===== src/rtl/fetch_pkg.sv =====
// Shared fetch-queue types: queue entry layout, control states and the NOP encoding.
// Entry pc field is FETCH_PC_W wide; fetch_queue WIDTH must not exceed it.
package fetch_pkg;

    localparam int FETCH_PC_W = 32;
    localparam logic [31:0] NOP_INSTR = 32'h00000013;

    typedef enum logic {
        RUN   = 1'b0,
        DRAIN = 1'b1
    } fetch_state_e;

    typedef struct packed {
        logic [FETCH_PC_W-1:0] pc;
        logic [31:0]           instr;
    } fetch_entry_t;

endpackage


===== src/rtl/sync_fifo.sv =====
// Synchronous FIFO with occupancy count, synchronous clear and same-cycle push/pop.
// DEPTH must be a power of two so the pointers wrap naturally.
module sync_fifo #(
    parameter int WIDTH = 32,
    parameter int DEPTH = 4
) (
    input  logic                   clk,
    input  logic                   rst,
    input  logic                   clear_i,
    input  logic                   push_i,
    input  logic [WIDTH-1:0]       wdata_i,
    input  logic                   pop_i,
    output logic [WIDTH-1:0]       rdata_o,
    output logic [$clog2(DEPTH):0] count_o,
    output logic                   empty_o
);

    localparam int AW = $clog2(DEPTH);
    localparam logic [AW:0] FULL_CNT = (AW + 1)'(DEPTH);

    logic [WIDTH-1:0] mem_q [DEPTH];
    logic [AW-1:0]    wr_ptr_q, wr_ptr_d;
    logic [AW-1:0]    rd_ptr_q, rd_ptr_d;
    logic [AW:0]      count_q, count_d;
    logic             do_push, do_pop;

    // A full FIFO still takes a push when the head leaves in the same cycle.
    assign do_pop  = pop_i && (count_q != '0);
    assign do_push = push_i && ((count_q != FULL_CNT) || do_pop);

    always_comb begin
        wr_ptr_d = wr_ptr_q;
        rd_ptr_d = rd_ptr_q;
        count_d  = count_q;
        if (clear_i) begin
            wr_ptr_d = '0;
            rd_ptr_d = '0;
            count_d  = '0;
        end else begin
            if (do_push) wr_ptr_d = wr_ptr_q + AW'(1);
            if (do_pop)  rd_ptr_d = rd_ptr_q + AW'(1);
            case ({do_push, do_pop})
                2'b10:   count_d = count_q + (AW + 1)'(1);
                2'b01:   count_d = count_q - (AW + 1)'(1);
                default: count_d = count_q;
            endcase
        end
    end

    always_ff @(posedge clk or negedge rst) begin
        if (!rst) begin
            wr_ptr_q <= '0;
            rd_ptr_q <= '0;
            count_q  <= '0;
        end else begin
            wr_ptr_q <= wr_ptr_d;
            rd_ptr_q <= rd_ptr_d;
            count_q  <= count_d;
        end
    end

    always_ff @(posedge clk) begin
        if (do_push && !clear_i) mem_q[wr_ptr_q] <= wdata_i;
    end

    assign rdata_o = mem_q[rd_ptr_q];
    assign count_o = count_q;
    assign empty_o = (count_q == '0);

endmodule


===== src/rtl/fetch_queue.sv =====
// Instruction fetch queue between the PC, instruction memory and decode; flushes drain stale responses.
// Define FETCH_QUEUE_BYPASS_EN to forward a response straight to decode when the queue is empty.
// Handshakes: a transfer happens in a cycle where valid and ready are both high; valid never waits on ready.
module fetch_queue
    import fetch_pkg::*;
#(
    parameter int WIDTH = 32,
    parameter int DEPTH = 4
) (
    input  logic                   clk,
    input  logic                   rst,
    input  logic [WIDTH-1:0]       PC,
    input  logic                   flush,
    output logic                   stall,
    output logic                   imem_req_valid,
    output logic [WIDTH-1:0]       imem_req_addr,
    input  logic                   imem_req_ready,
    input  logic                   imem_rsp_valid,
    input  logic [31:0]            imem_rsp_data,
    output logic                   dec_valid,
    output logic [31:0]            dec_instr,
    output logic [WIDTH-1:0]       dec_pc,
    input  logic                   dec_ready,
    output fetch_state_e           state_o,
    output logic [$clog2(DEPTH):0] drop_cnt_o
);

    localparam int CW = $clog2(DEPTH) + 1;
    localparam logic [CW:0] DEPTH_W = (CW + 1)'(DEPTH);

    fetch_state_e     state_q;
    logic [CW-1:0]    drop_cnt_q;
    logic [CW-1:0]    occupancy, inflight, outstanding, drop_load;
    logic             q_empty, af_empty;
    logic             q_push, q_pop, req_fire, rsp_run, rsp_counted;
    logic             bypass_show, bypass_take;
    fetch_entry_t     q_head, q_wdata;
    logic [WIDTH-1:0] af_head;

    // Queued plus outstanding never exceeds DEPTH, so a response always finds a free slot.
    assign imem_req_valid = rst && !flush && (state_q == RUN) &&
                            (({1'b0, occupancy} + {1'b0, inflight}) < DEPTH_W);
    assign imem_req_addr  = PC;
    assign req_fire       = imem_req_valid && imem_req_ready;
    assign stall          = !req_fire;

    // Responses with nothing tracked in flight (e.g. issued before a reset) are ignored.
    assign rsp_run = imem_rsp_valid && (state_q == RUN) && !flush && !af_empty;

`ifdef FETCH_QUEUE_BYPASS_EN
    assign bypass_show = rsp_run && q_empty;
`else
    assign bypass_show = 1'b0;
`endif
    assign bypass_take = bypass_show && dec_ready;

    assign q_push  = rsp_run && !bypass_take;
    assign q_pop   = !flush && !q_empty && dec_ready;
    assign q_wdata = '{pc: FETCH_PC_W'(af_head), instr: imem_rsp_data};

    // In RUN drop_cnt is zero and in DRAIN nothing is in the address FIFO, so the sum is the true count.
    assign outstanding = inflight + drop_cnt_q;
    assign rsp_counted = imem_rsp_valid && (outstanding != '0);
    assign drop_load   = outstanding - CW'(rsp_counted);

    always_ff @(posedge clk or negedge rst) begin
        if (!rst) begin
            state_q    <= RUN;
            drop_cnt_q <= '0;
        end else if (flush) begin
            drop_cnt_q <= drop_load;
            state_q    <= (drop_load != '0) ? DRAIN : RUN;
        end else if ((state_q == DRAIN) && imem_rsp_valid) begin
            drop_cnt_q <= drop_cnt_q - CW'(1);
            if (drop_cnt_q == CW'(1)) state_q <= RUN;
        end
    end

    sync_fifo #(
        .WIDTH ($bits(fetch_entry_t)),
        .DEPTH (DEPTH)
    ) u_instr_q (
        .clk     (clk),
        .rst     (rst),
        .clear_i (flush),
        .push_i  (q_push),
        .wdata_i (q_wdata),
        .pop_i   (q_pop),
        .rdata_o (q_head),
        .count_o (occupancy),
        .empty_o (q_empty)
    );

    sync_fifo #(
        .WIDTH (WIDTH),
        .DEPTH (DEPTH)
    ) u_addr_q (
        .clk     (clk),
        .rst     (rst),
        .clear_i (flush),
        .push_i  (req_fire),
        .wdata_i (PC),
        .pop_i   (rsp_run),
        .rdata_o (af_head),
        .count_o (inflight),
        .empty_o (af_empty)
    );

    always_comb begin
        dec_valid = !q_empty;
        dec_instr = '0;
        dec_pc    = '0;
        if (!q_empty) begin
            dec_instr = q_head.instr;
            dec_pc    = q_head.pc[WIDTH-1:0];
        end
        if (bypass_show) begin
            dec_valid = 1'b1;
            dec_instr = imem_rsp_data;
            dec_pc    = af_head;
        end
    end

    assign state_o    = state_q;
    assign drop_cnt_o = drop_cnt_q;

endmodule


===== config.mk =====
export PLATFORM = sky130hd
export DESIGN_NAME = fetch_queue
export DESIGN_NICKNAME = d
export VERILOG_FILES = /design/src/rtl/fetch_pkg.sv /design/src/rtl/sync_fifo.sv /design/src/rtl/fetch_queue.sv
export SDC_FILE = /design/constraint.sdc
export NUM_CORES = 1
export LEC_CHECK = 0
export BUFFER_PORTS_ARGS = -buffer_cell sky130_fd_sc_hd__buf_2
export CAP_MARGIN = 15
export CORE_UTILIZATION = 40
export DETAILED_ROUTE_END_ITERATION = 7
export PLACE_DENSITY = 0.57
export SLEW_MARGIN = 25
export SYNTH_ARGS = -nofsm -noshare
export SYNTH_HDL_FRONTEND = slang
export SYNTH_HIERARCHICAL = 1
export SYNTH_SLANG_ARGS = --single-unit

===== constraint.sdc =====
create_clock -name clk -period 9.1 [get_ports clk]
set_clock_uncertainty 0.15 [all_clocks]
set_input_delay 0.91 -clock clk [delete_from_list [all_inputs] [get_ports clk]]
set_output_delay 0.91 -clock clk [all_outputs]
set_load 0.02 [all_outputs]

==> results of run 1 <==
[kinds of logic after synthesis]
| kind of cell | count (synthesis) |
|---|---|
| adders and majority gates | 18 |
| muxes | 99 |
| xor gates and xnor gates | 12 |
| AOI/OAI and AO/OA | 39 |
| DFF | 402 |
| and+or+nand+nor | 118 |
| buffers and inverters | 89 |
[worst max path at each step]
stage,from,end,slack (ps),depth (start not counted)
6_report,u_instr_q/rd_ptr_q[0],dec_instr[28],4890,4
5_1_grt,u_instr_q/rd_ptr_q[0],dec_instr[28],4620,4
4_1_cts,u_instr_q/rd_ptr_q[0],dec_instr[28],4730,4
3_5_place_dp,flush,u_addr_q/mem_q[0][10],4970,7
3_3_place_gp,flush,u_instr_q/mem_q[1][0],5070,7
2_1_floorplan,imem_rsp_valid,u_instr_q/mem_q[0][0],4770,6
[cell type report]
cell class	count	area share
timing repair buffer	181	0.0509
sequential	402	0.644
clock buffer	54	0.0600
multi-input combinational	286	0.196
clock inverter	25	0.0112
inverter	16	0.00322
tap	525	0.0353
[sequential cells by signal, indices dropped and copies added (netlist names)]
register            flops
state_o                 1
u_instr_q/rd_ptr_q      2
u_addr_q/rd_ptr_q       2
u_addr_q/mem_q        128
drop_cnt_o              3
u_instr_q/wr_ptr_q      2
u_instr_q/count_o       3
u_addr_q/count_o        3
u_instr_q/mem_q       256
u_addr_q/wr_ptr_q       2
[through the flow]
stage / total power, uW / setup WS (ps) / util / hold slack [ps] / instance area (sq um)
2_1_floorplan: 2170 / 4770 / - / 410 / 16200
3_3_place_gp: 2230 / 5070 / 0.434 / 397 / 17300
3_5_place_dp: 2230 / 4970 / 0.434 / 403 / 17300
4_1_cts: 3860 / 4730 / 0.468 / 155 / 18600
5_1_grt: 3940 / 4620 / 0.468 / 185 / 18600
6_report: 3810 / 4890 / 0.468 / 159 / 18600
[cell usage after synthesis (3+ instances only)]
cell / count
a311o_1: 3
edfxtp_1: 384
and2_1: 11
clkbuf_1: 4
fa_1: 3
dfrtp_1: 18
ha_1: 15
nand3b_1: 3
o21ai_1: 4
xor2_1: 8
mux4_2: 96
nor2b_1: 66
a21oi_1: 6
mux2i_1: 3
buf_2: 14
nand2b_1: 4
buf_4: 40
buf_6: 9
o21ai_0: 4
inv_1: 14
nor2_1: 7
a31oi_1: 3
xnor2_1: 3
nor3_1: 4
buf_1: 6
nand3_1: 3
or3_1: 4
[metal layers]
metal | vias up | track usage | routed length, um
li1 | 3417 | - | -
met5 | - | 0 | 0
met1 | 3977 | 0.214 | 13900
met3 | 47 | 0.0292 | 1480
met2 | 188 | 0.252 | 15200
met4 | 0 | 0.0381 | 518
[power by group]
part	total, uW	internal [uW]	leakage, uW	switching (uW)
clock network	1620	935	0.000650	689
logic	142	54.9	0.00188	86.8
registers	2040	2030	0.00368	14.6
total	3810	3020	0.00621	790
==> flow_metrics.tcl, run 1 <==
set metrics [dict create \
    core_sq_um 39800 \
    cp_data_arrival_time_ps 3150 \
    cp_slowest_stage_delay_ps 910 \
    rr_startpoint "u_addr_q/count_o[2]" \
    clk_pin_slew_worst_paths_ps 50 \
    nets 1018 \
    final-seq-area_sq_um 12000 \
    synth_fa_ha_area_frac 0.0153 \
    synthTopCellsByArea "edfxtp_1 71%, mux4_2 13%, dfrtp_1 2.8%" \
    min_period_over_period 0.462 \
    final_max_slew_viol_count 0 \
    cts_tree "done" \
    numPortBuffers 172 \
    vias 7629 \
    holdCritPathClass "input pin to async pin" \
    cp_top_family "flip-flops" \
    synthArstFlopShare 0.0448 \
    drt-total-wl_mm 31.2 \
    synthXorXnorAreaFrac 0.00751 \
    ir_drop_mv 0.185 \
    finalHoldViolations 0 \
    rsz0062_at_grt "no" \
    worst_ep_required_time_ps 8040 \
    gp_congestion 0.761 \
    crit_chain "buf_4 > mux4_2 > nor2b_1 > buf_2" \
    synth_seq_area_share 0.741 \
    synth.mux.area_fraction 0.136 \
    slew_headroom 0.342 \
    ys_ff_latch 402 \
    synth_edf_count 384 \
    ys.flop_type "edfxtp_1" \
    mostFrequentLayoutCell "edfxtp_1" \
    synth_fp_nets 865 \
    synth_cell_types 51 \
    clk_latency_ps 550 \
    synth_top_area_share 0.713 \
    fmax_mhz 238 \
    yosys.area.top_type "edfxtp_1" \
    status "complete, no violations" \
    cts_hold_buf 0 \
    finalSetupTns_ps 0 \
    most-common-layout-cells "384 x edfxtp_1, 172 x buf_2, 96 x mux4_2" \
    reg2reg_setup_slack_ps 5280 \
    die_h_um 203 \
    initial_utilization 0.406 \
    syn2layout_area_growth_pct 15.2 \
    synthSimpleGateAreaFrac 0.0470 \
    crit_type "flop to output port" \
    cts-resized-gates 0 \
    clockBufferDepth 3 \
    synth_compound_area_frac 0.0184 \
    rr_endpoint "u_addr_q/mem_q[0][29]" \
    drive_gt1_frac 0.373 \
    netlist_area_sq_um 16200 \
    rows 73 \
    power_density_nw_per_um2 205 \
    crit_buf_inv 2 \
    crit_path_end_kind "output port" \
    antenna_left 0 \
    min_period_ps 4210 \
    die_area_sq_um 41200 \
    root_buffer "clkbuf_16" \
    track_usage 0.154 \
    multiInputGateArea_sq_um 3640 \
    die_w_um 203 \
    h-tree-depth 2 \
    stdcell_count 1489 \
    via_per_inst 5.12 \
    dr.pass1.iters 4 \
    worst_pin_slew_ps 987 \
    cts_buffers 43 \
    syn_avg_cell_area_sq_um 20.8 \
    synthCells 777 \
    num_antenna_cells 0 \
    fillers 3438 \
    grt_max_degree 65 \
    first_iter_violations 585 \
    power.leakage_uw 0.00621 \
    pin_count 173 \
    slowest_stage "dfrtp_4" \
    drv_cap 0 \
    antenna_found_initial 1 \
    cts_setup_buffers 0 \
    synth_top_family_by_area "multiplexers" \
    finalSetupViolCount 0 \
    synth_warnings 6 \
    crit_fanout 34 \
    overflow 0 \
    critPathLaunchType "flop" \
    reg2reg_depth 7 \
    numClockSinks 402 \
    place_inst 1410 \
    grt_pass1_vias 7900 \
    grt_pass1_wl_mm 47.9 \
    wl_per_cell_um 20.9 \
    drc 0 \
    dpl.hpwl_mm 17.7 \
]
Note: power is estimated with default switching activity, not from simulation.
==> inputs of run 2 (changes only) <==
Clock period 9.1 ns to 4.1 ns, I/O delays scaled along.
==> run 2 against run 1 <==
- total power is 130% higher
- design area up 4.4%
- highest routed layer unchanged
- worst setup slack got worse by 4000 ps
- sequential share of layout area down 2.7 points
==> flow_metrics.tcl, run 2 (synthesis gave the netlist of run 1 again) <==
set metrics [dict create \
    status "complete, no violations" \
    holdCritPathClass "input pin to flop" \
    h-tree-depth 2 \
    worst_pin_slew_ps 919 \
    drv_cap 0 \
    drive_gt1_frac 0.356 \
    met2_usage 0.266 \
    antenna_found_initial 0 \
    crit_type "flop to flop" \
    slowest_stage "dfrtp_1" \
    rows 73 \
    root_buffer "clkbuf_16" \
    power_density_nw_per_um2 441 \
    finalSetupTns_ps 0 \
    regMostFlops "u_instr_q/mem_q" \
    finalSetupViolCount 0 \
    first_iter_violations 381 \
    dpl.hpwl_mm 19.0 \
    grtUsageMet3 0.0276 \
    syn2layout_area_growth_pct 20.3 \
    via_per_inst 5.04 \
    finalPower_uw 8580 \
    worst_ep_required_time_ps 4360 \
    dr.pass1.iters 4 \
    min_period_over_period 0.790 \
    most-common-layout-cells "384 x edfxtp_1, 172 x buf_2, 96 x mux4_2" \
    crit_fanout 16 \
    vias 7870 \
    final_max_slew_viol_count 0 \
    track_usage 0.161 \
    cts_tree "done" \
    overflow 0 \
    largest_reg_flops 256 \
    rsz0062_at_grt "no" \
    cts_setup_buffers 0 \
    clockBufferDepth 3 \
    crit_path_end_kind "flop" \
    cts-resized-gates 0 \
    slew_headroom 0.387 \
    hold_slack_ps 69.2 \
    num_antenna_cells 0 \
    cp_data_arrival_time_ps 3500 \
    initial_utilization 0.406 \
    drc 0 \
    numPortBuffers 172 \
    numClockSinks 402 \
    gp_congestion 0.750 \
    antenna_left 0 \
    critPathLaunchType "flop" \
    grt_use_met1 0.221 \
    crit_chain "ha_1 > nor4_1 > and4b_1 > and2_1 > buf_4 > nor2_1 > fa_1 > or3b_1 > a32oi_1 > a31oi_1" \
    cts_buffers 43 \
    die_w_um 203 \
    mostFrequentLayoutCell "edfxtp_1" \
    biggestRegsByFlops "u_instr_q/mem_q (256), u_addr_q/mem_q (128)" \
    die_area_sq_um 41200 \
    fin_area_sq_um 19500 \
    ir_drop_mv 0.341 \
    finalHoldViolations 0 \
    nets 1093 \
    clk_latency_ps 540 \
    core_sq_um 39800 \
    clk_pin_slew_worst_paths_ps 60 \
    pin_count 173 \
    drt-total-wl_mm 32.5 \
    grt_pass1_wl_mm 49.4 \
    grt_pass1_vias 8164 \
    cp_slowest_stage_delay_ps 660 \
    die_h_um 203 \
    fmax_mhz 309 \
    grt.busiest_layer "met2" \
    min_period_ps 3240 \
    wl_per_cell_um 20.9 \
    placed_cell_area_sq_um 17500 \
    grt_max_degree 65 \
    power.leakage_uw 0.00654 \
]
-- run 2: cell types whose count changed in the layout (fill, tap and decap cells not counted), moves of 2 or more --
cell,change
dlygate4sd3_1,+65
buf_12,+9
clkbuf_1,-3
clkinv_2,-3
clkinvlp_4,+3
buf_4,+2
bufinv_16,+2
clkinv_8,-2
-- run 2: cell type report --
type                            instances  area [sq um]
Clock buffer                           51          1110
Sequential cell                       402         12000
Inverter                               16          60.1
Multi-Input combinational cell        286          3640
Clock inverter                         25           226
Tap cell                              525           657
Timing Repair Buffer                  256          1770
Fill cell                            3345         20400
-- run 2: critical path, delay by kind of cell (launching register included) --
kind | cells | cell delay (ps)
compound gates | 2 | 290
simple gates | 5 | 1040
flops | 1 | 660
fa+ha+maj | 2 | 780
buf+inv | 1 | 180
-- run 2: worst paths after layout --
| path | from | endpoint | slack (ps) | depth (start not counted) |
|---|---|---|---|---|
| worst max-delay path | u_addr_q/count_o[2] | u_addr_q/count_o[2] | 860 | 10 |
| worst min-delay path | flush | u_addr_q/count_o[0] | 70 | 2 |
| worst max register to register | u_addr_q/count_o[2] | u_addr_q/count_o[2] | 860 | 10 |
| worst min register to register | drop_cnt_o[2] | drop_cnt_o[2] | 440 | 1 |
| max in group asynchronous | rst | u_addr_q/rd_ptr_q[0] | 3300 | 3 |
| min in group asynchronous | rst | u_instr_q/rd_ptr_q[1] | 250 | 3 |
-- run 2: timing repair --
item                                    CTS  global route
endpoints found under the setup margin    0             0
hold buffers                             64             1
hold endpoints to repair                267             3
-- run 2: metal layers --
metal / wire (um) / up-vias
met5: 0 / -
met4: 589 / 0
met3: 1480 / 45
met2: 15900 / 195
met1: 14600 / 4076
li1: - / 3554
-- run 2: power by group --
part           total (uW)  switching, uW  internal (uW)
Clock                3680           1510           2170
Sequential           4540           31.7           4510
Combinational         364            201            164
-- run 2: through the flow --
stage	worst slack, ps	utilization	instances
global route	560	0.488	1561
detailed placement	847	0.439	1420
CTS	838	0.488	1560
floorplan	105	-	777
finish	862	0.488	1561
global placement	899	0.439	1420
==> inputs of run 3 (changes only) <==
Clock period 4.1 ns to 3.1 ns, I/O delays scaled along.
==> run 3 against run 2 <==
- worst setup slack got worse by 680 ps
- combinational power rose by 35%
- critical path type is now flop to output port
- sequential share of layout area fell by 0.85 points
- via count is 1.8% higher
- largest cell class unchanged
- total power up 31%
- largest power group unchanged
- wire length increased by 1.3%
- non-clock buffer count increased by 23
==> flow_metrics.tcl, run 3 (synthesis gave the netlist of run 1 again) <==
set metrics [dict create \
    status "complete, no violations" \
    grt_pass1_vias 8619 \
    syn2layout_area_growth_pct 22.0 \
    worst_ep_required_time_ps 2640 \
    rr_startpoint "u_instr_q/count_o[2]" \
    hp-start "imem_rsp_valid" \
    core_sq_um 39800 \
    met2_usage 0.272 \
    track_usage 0.165 \
    finalSetupViolCount 0 \
    drv_cap 0 \
    clk_latency_ps 540 \
    cts_tree "done" \
    die_area_sq_um 41200 \
    placed_cell_area_sq_um 17700 \
    initial_utilization 0.406 \
    overflow 0 \
    largest_reg_flops 256 \
    h-tree-depth 2 \
    gp_congestion 0.729 \
    rows 73 \
    hold_slack_ps 44.1 \
    dr.pass1.iters 4 \
    cp_data_arrival_time_ps 2460 \
    worst_pin_slew_ps 924 \
    die_w_um 203 \
    final_max_slew_viol_count 0 \
    numPortBuffers 172 \
    fillers 3335 \
    reg2reg_depth 9 \
    die_h_um 203 \
    grt.busiest_layer "met2" \
    drt-total-wl_mm 33.0 \
    grt_pass1_wl_mm 51.1 \
    numClockSinks 402 \
    min_period_ps 2920 \
    mostFrequentLayoutCell "edfxtp_1" \
    most-common-layout-cells "384 x edfxtp_1, 172 x buf_2, 96 x mux4_2" \
    nets 1117 \
    clk_pin_slew_worst_paths_ps 60 \
    crit_fanout 18 \
    rsz0062_at_grt "no" \
    finalHoldViolations 0 \
    drive_gt1_frac 0.371 \
    antenna_found_initial 0 \
    holdCritPathClass "input pin to flop" \
    min_to "drop_cnt_o[1]" \
    clockBufferDepth 3 \
    dpl.hpwl_mm 19.7 \
    reg2reg_setup_slack_ps 270 \
    grt_use_met1 0.227 \
    root_buffer "clkbuf_16" \
    crit_type "flop to output port" \
    antenna_left 0 \
    final_core_util 0.495 \
    vias 8010 \
    via_per_inst 5.04 \
    post-place-ws_ps 282 \
    setup_ws_ps 178 \
    power_density_nw_per_um2 572 \
    slew_headroom 0.384 \
    rr_endpoint "u_addr_q/count_o[2]" \
    num_antenna_cells 0 \
    biggestRegsByFlops "u_instr_q/mem_q (256), u_addr_q/mem_q (128)" \
    fin_area_sq_um 19700 \
    ir_drop_mv 0.342 \
    regMostFlops "u_instr_q/mem_q" \
    fmax_mhz 342 \
    min_period_over_period 0.942 \
    crit_path_end_kind "output port" \
    worstHoldPathCells 3 \
    grt_max_degree 65 \
    pin_count 173 \
    critPathLaunchType "flop" \
    first_iter_violations 331 \
    wl_per_cell_um 20.8 \
    cts_buffers 44 \
    power.leakage_uw 0.00669 \
    grtUsageMet3 0.0291 \
    drc 0 \
]
[run 3: repair_timing]
action	CTS	global route
setup buffers	0	0
endpoints found under the hold margin	277	0
hold buffers	66	0
setup endpoints to repair	3	0
resized for setup	1	0
[run 3: final cells by class]
class	instances	area [sq um]	area share
well taps	525	657	0.0333
clock buffers	57	1170	0.0594
clock inverters	23	154	0.00780
multi-input cells	286	3640	0.185
repair buffers	279	2050	0.104
flip-flops and latches	402	12000	0.608
inverters	16	60.1	0.00304
[run 3: where the power goes]
part,switching (uW),internal [uW],total [uW]
registers,42.8,5960,6000
logic,272,220,492
clock network,2020,2760,4780
[run 3: worst max path at each step]
stage	endpoint	cells after the start	startpoint	slack, ps
finish	dec_pc[13]	4	u_instr_q/rd_ptr_q[0]	180
global route	dec_pc[13]	4	u_instr_q/rd_ptr_q[0]	10
CTS	dec_pc[11]	4	u_instr_q/rd_ptr_q[0]	100
detailed placement	u_instr_q/mem_q[3][52]	6	flush	280
global placement	u_instr_q/mem_q[3][52]	6	flush	270
floorplan	u_instr_q/mem_q[0][0]	7	u_addr_q/count_o[2]	-200
[run 3: metrics by stage]
| step | total power [uW] | std cells | setup TNS (ps) |
|---|---|---|---|
| floorplan | 6370 | 777 | -51830 |
| global route | 11700 | 1588 | 0 |
| CTS | 11400 | 1588 | 0 |
| global placement | 6540 | 1442 | 0 |
| detailed placement | 6550 | 1442 | 0 |
| finish | 11300 | 1588 | 0 |
[run 3: metal layers]
| layer | share of wire | vias up | wire, um |
|---|---|---|---|
| met4 | 0.017 | 0 | 566 |
| met5 | 0 | - | 0 |
| li1 | - | 3610 | - |
| met3 | 0.046 | 47 | 1530 |
| met2 | 0.49 | 205 | 16300 |
| met1 | 0.44 | 4148 | 14600 |
[run 3: critical path, stage by stage, from the launching register on]
cell	delay, ps
dfrtp_4	710
buf_4	290
mux4_2	520
nor2b_1	180
buf_2	200
